<file path="config.mk">
export PLATFORM = sky130hd
export DESIGN_NAME = screen_sequencer
export DESIGN_NICKNAME = d
export VERILOG_FILES = /design/src/rtl/screen_sequencer.sv
export SDC_FILE = /design/constraint.sdc
export NUM_CORES = 1
export LEC_CHECK = 0
export CAP_MARGIN = 20
export CORE_MARGIN = 10
export CORE_UTILIZATION = 45
export CTS_CLUSTER_DIAMETER = 100
export CTS_CLUSTER_SIZE = 28
export DETAILED_ROUTE_END_ITERATION = 8
export GPL_TIMING_DRIVEN = 0
export PLACE_DENSITY = 0.86
export REMOVE_ABC_BUFFERS = 1
export SYNTH_ARGS = -nofsm -noshare
export SYNTH_HDL_FRONTEND = slang
export SYNTH_SLANG_ARGS = --single-unit
</file>
<file path="constraint.sdc">
create_clock -name clk_in -period 2.2 [get_ports clk_in]
set_input_delay 0.44 -clock clk_in [delete_from_list [all_inputs] [get_ports clk_in]]
set_output_delay 0.44 -clock clk_in [all_outputs]
set_load 0.005 [all_outputs]
</file>
<file path="src/rtl/screen_sequencer.sv">
// Purpose: top-level game sequencer (START -> COUNTDOWN -> CAPTURE -> SHOW) paced by a per-frame tick.
// Latency: every output is registered; a transition sampled at edge N is visible on the outputs after edge N.
// Backpressure: none; inputs are pulses/levels sampled every cycle, capture_done is waited on with a timeout.
//
// Ports:
//   clk_in, rst_in          clock and synchronous active-high reset
//   hcount_in, vcount_in    VGA raster position; (0,0) marks the start of a frame
//   state_1_over            level from start_screen, sampled only in START
//   btnc_pressed            one-cycle button pulse (abort, only with SCREEN_SEQ_ABORT_EN)
//   capture_done            one-cycle pulse from the capture path
//   state_out               START=0, COUNTDOWN=1, CAPTURE=2, SHOW=3
//   start_en                high while in START
//   capture_trigger         one-cycle pulse in the first cycle of CAPTURE
//   countdown_sec           seconds remaining in COUNTDOWN/SHOW, 0 otherwise
//   frame_tick              one-cycle pulse per frame
//   capture_err             sticky flag: the last capture timed out
//
// Optional feature macro: SCREEN_SEQ_ABORT_EN -- button aborts COUNTDOWN/SHOW back to START.

module screen_sequencer #(
    parameter int FRAMES_PER_SEC      = 60,
    parameter int COUNTDOWN_SEC       = 3,
    parameter int SHOW_SEC            = 5,
    parameter int CAPTURE_TIMEOUT_SEC = 2
) (
    input  logic        clk_in,
    input  logic        rst_in,
    input  logic [10:0] hcount_in,
    input  logic [9:0]  vcount_in,
    input  logic        state_1_over,
    input  logic        btnc_pressed,
    input  logic        capture_done,
    output logic [2:0]  state_out,
    output logic        start_en,
    output logic        capture_trigger,
    output logic [3:0]  countdown_sec,
    output logic        frame_tick,
    output logic        capture_err
);

    localparam int SUB_W = (FRAMES_PER_SEC > 1) ? $clog2(FRAMES_PER_SEC) : 1;
    localparam logic [SUB_W-1:0] SUB_MAX    = SUB_W'(FRAMES_PER_SEC - 1);
    localparam logic [3:0]       CD_LOAD    = 4'(COUNTDOWN_SEC);
    localparam logic [3:0]       SHOW_LOAD  = 4'(SHOW_SEC);
    localparam logic [3:0]       TO_LOAD    = 4'(CAPTURE_TIMEOUT_SEC);

    typedef enum logic [2:0] {
        ST_START     = 3'd0,
        ST_COUNTDOWN = 3'd1,
        ST_CAPTURE   = 3'd2,
        ST_SHOW      = 3'd3
    } state_t;

    state_t           state;
    state_t           state_nxt;
    logic [SUB_W-1:0] sub;
    logic [SUB_W-1:0] sub_nxt;
    logic [3:0]       sec;
    logic [3:0]       sec_nxt;
    logic             err_nxt;
    logic             raw;
    logic             raw_d;
    logic             wrap;
    logic             last_wrap;
    logic             abort;

    // Raster origin; edge-detected so a held (0,0) yields a single tick.
    assign raw = (hcount_in == 11'd0) && (vcount_in == 10'd0);

    // frame_tick is the registered tick, so the counters advance one cycle after it is raised.
    assign wrap      = frame_tick && (sub == SUB_MAX);
    assign last_wrap = wrap && (sec == 4'd1);

`ifdef SCREEN_SEQ_ABORT_EN
    assign abort = btnc_pressed && ((state == ST_COUNTDOWN) || (state == ST_SHOW));
`else
    logic unused_btnc;
    assign unused_btnc = btnc_pressed;
    assign abort       = 1'b0;
`endif

    always_comb begin
        state_nxt = state;
        sub_nxt   = sub;
        sec_nxt   = sec;
        err_nxt   = capture_err;

        // Time only advances in the timed states; START just holds the counters.
        if ((state != ST_START) && frame_tick) begin
            if (sub == SUB_MAX) begin
                sub_nxt = '0;
                if (sec != 4'd0) begin
                    sec_nxt = sec - 4'd1;
                end
            end else begin
                sub_nxt = sub + 1'b1;
            end
        end

        // Loads on entry overwrite the counting above, so a tick on the entry edge is dropped.
        case (state)
            ST_START: begin
                if (state_1_over) begin
                    state_nxt = ST_COUNTDOWN;
                    sec_nxt   = CD_LOAD;
                    sub_nxt   = '0;
                end
            end
            ST_COUNTDOWN: begin
                if (abort) begin
                    state_nxt = ST_START;
                end else if (last_wrap) begin
                    state_nxt = ST_CAPTURE;
                    sec_nxt   = TO_LOAD;
                    sub_nxt   = '0;
                end
            end
            ST_CAPTURE: begin
                // capture_done takes priority over a coincident timeout.
                if (capture_done) begin
                    state_nxt = ST_SHOW;
                    sec_nxt   = SHOW_LOAD;
                    sub_nxt   = '0;
                    err_nxt   = 1'b0;
                end else if (last_wrap) begin
                    state_nxt = ST_START;
                    err_nxt   = 1'b1;
                end
            end
            ST_SHOW: begin
                if (abort || last_wrap) begin
                    state_nxt = ST_START;
                end
            end
            default: begin
                state_nxt = ST_START;
            end
        endcase
    end

    always_ff @(posedge clk_in) begin
        if (rst_in) begin
            state           <= ST_START;
            sub             <= '0;
            sec             <= 4'd0;
            raw_d           <= 1'b0;
            frame_tick      <= 1'b0;
            start_en        <= 1'b1;
            capture_trigger <= 1'b0;
            countdown_sec   <= 4'd0;
            capture_err     <= 1'b0;
        end else begin
            raw_d           <= raw;
            frame_tick      <= raw & ~raw_d;
            state           <= state_nxt;
            sub             <= sub_nxt;
            sec             <= sec_nxt;
            start_en        <= (state_nxt == ST_START);
            capture_trigger <= (state == ST_COUNTDOWN) && (state_nxt == ST_CAPTURE);
            countdown_sec   <= ((state_nxt == ST_COUNTDOWN) || (state_nxt == ST_SHOW)) ? sec_nxt : 4'd0;
            capture_err     <= err_nxt;
        end
    end

    assign state_out = state;

endmodule
</file>
==> results.toml, run 1 <==
[layout]
nFillCells = 194
final_common_cell = "clkdlybuf4s50_1"
nets = 191
layout-drive-gt1-share = 0.0683
final_cell_mix = "clkdlybuf4s50_1 (35), dfxtp_1 (22), nor2_1 (10), nor4_1 (10), nor3_1 (7)"
final_area_mm2 = 0.00154
syn2layout_area_growth_pct = 35.2
diodes = 0
final_cell_count_no_fill = 191

[detailed_routing]
avgRoutedWirePerCell_um = 15.3
routed_wl_um = 2930
drt_iter0_drc = 43
viasPerCell = 5.77
ant_nets = 0
vias = 1103
drc = 0
drt-pass1-iter-count = 4

[pwr]
powerDensity_mw_per_mm2 = 487
clockPowerShare = 0.301
power.internal_w = 0.000572
ir_drop_mv = 0.433
combPwrFrac = 0.145
sequentialPowerShare = 0.554
p_leak_nw = 0.553
p_sw_frac = 0.238
switchingPower_w = 0.000179

[cts]
worstSkewPairLatency_ns = 0.31
post-cts-setup-buffers = 0
root_buffer = "clkbuf_4"
ctsHoldBuffers = 0
htree_levels = 1
numCtsBuffers = 3
clk_pin_slew_worst_paths_ns = 0.13
cts_buffer_depth = 2
postCtsResizedCells = 0
cts.sinks = 22
cts_tree = "yes"

[yosys]
synth_warnings = 0
synth_edf_count = 0
synth_cell_type_count = 42
async_reset_ff_frac = 0
avgSynthCellArea_um2 = 8.98
ys_seq_elements = 22
syn_inst = 127
ys_seq_area_frac = 0.386
netlist_area_mm2 = 0.00114
synth-main-ff-cell = "dfxtp_1"

[status]
run_status = "finished clean"

[critical_path]
endpoint_kind = "output pin"
start_kind = "register"
critPathSlowestCell = "dfxtp_1"
cp.arrival_ns = 1.57
worstPathRequired_ns = 1.76
crit_fanout = 12
critPathKind = "reg2out"
path_cells = "clkdlybuf4s50_1"
crit_path_max_incr_delay_ns = 0.65
cp_top_family = "flip-flops"
path_buf_inv = 1

[timing]
worstMarginPinSlew_ns = 0.639
relSlewSlack = 0.573
fin_tns_setup_ns = 0
drv_slew = 0
hold_viol = 0
finalCriticalPeriod_ns = 2.01
fin_crit_sh = 0.914
setup_viol = 0
clock_skew_ns = 0.00590
hold_ws_ns = 0.395
rsz0062_at_grt = "no"
fmax_ghz = 0.497

[floorplanning]
start_util = 0.465
die_h_um = 70.4
fp.dieW_um = 70.4
die_area_mm2 = 0.00495
rows = 18
core_mm2 = 0.00245
pin_count = 37

[place]
io_buffers = 35
place.gp.congestion = 0.896
dp_hpwl_um = 2340
place_inst = 187
placed_area_mm2 = 0.00151

[global_route]
grt_usage = 0.116
overflow = 0
grt_pass1_wl_um = 4970
grt_max_degree = 16
grt_pass1_vias = 1101
antenna_found_initial = 0

[min_path]
min_path_type = "reg2reg"

[flow_run]
maxCapViolCount = 0
layout make-up:
class,count,area (µm²),share of cell area
flip-flops and latches,22,440,0.285
repair buffers,35,350,0.227
multi-input cells,94,656,0.425
inverters,6,22.5,0.0146
well taps,30,37.5,0.0243
clock buffers,4,36.3,0.0235
cell families (layout without fill, tap and decap cells):
| logic type | Yosys count | after routing | share of synthesized area |
|---|---|---|---|
| flip-flops | 22 | 22 | 0.386 |
| multiplexers | 5 | 5 | 0.0450 |
| AO/OA/AOI/OAI | 27 | 27 | 0.174 |
| AND/OR/NAND/NOR | 58 | 58 | 0.319 |
| adder cells (fa/ha/maj) | 3 | 3 | 0.0329 |
| buffers and inverters | 11 | 45 | 0.0395 |
| other | 1 | 1 | 0.00329 |
power by group through the flow:
stage               clock (W)  combinational [W]  sequential [W]
global route         0.000239           0.000121        0.000417
detailed placement          0           0.000109        0.000424
global placement            0           0.000105        0.000424
finish               0.000226           0.000109        0.000416
CTS                  0.000225           0.000109        0.000416
floorplan                   0          0.0000426        0.000423
synth_stat cells (all sizes together), types with 2 or more instances:
cell,count,share of area
a211oi,2,0.013
o21ai,3,0.013
ha,3,0.033
nor2,10,0.033
clkbuf,2,0.0066
nor3,8,0.045
nor2b,2,0.011
nand2b,2,0.011
dfxtp,22,0.39
inv,6,0.020
a21oi,6,0.026
nand3,4,0.022
mux2i,4,0.035
nor3b,5,0.037
or3,2,0.011
buf,3,0.013
a31oi,6,0.033
and3,4,0.022
nor4b,2,0.015
nand2,3,0.0099
nor4,10,0.055
nand4,2,0.016
through the flow:
step / total power, W / util / worst slack (ns)
floorplan: 0.000466 / - / 0.606
global placement: 0.000529 / 0.614 / 0.204
detailed placement: 0.000533 / 0.614 / 0.132
CTS: 0.000750 / 0.628 / 0.202
global route: 0.000777 / 0.628 / 0.0940
finish: 0.000751 / 0.628 / 0.190
final timing paths:
kind | start | slack (ns) | cells after the start | to
max | state_out[2]$_SDFF_PP0_ | 0.19 | 1 | state_out[2]
min | raw_d$_SDFF_PP0_ | 0.40 | 1 | frame_tick$_SDFF_PP0_
min reg2reg | raw_d$_SDFF_PP0_ | 0.40 | 1 | frame_tick$_SDFF_PP0_
max reg2reg | sec[0]$_SDFF_PP0_ | 0.28 | 5 | sub[3]$_SDFF_PP0_
registers in the layout (all words and copies together) (netlist names):
name and cells:
capture_err 1, capture_trigger 1, countdown_sec 4, frame_tick 1, raw_d 1, sec 4
start_en 1, state_out 3, sub 6
layer usage:
layer | up-vias | global-route usage | part of all wire
li1 | 548 | - | -
met4 | 0 | 0.0263 | 0.0075
met5 | - | 0 | 0
met3 | 4 | 0.0720 | 0.13
met2 | 46 | 0.183 | 0.46
met1 | 505 | 0.128 | 0.41
Power figures use the tool's default switching activity.
==> run 2: changes to the inputs <==
- CAP_MARGIN: 20 -> 30
==> results of run 2 <==
The final DEF is identical to that of run 1; final timing and power are the same.
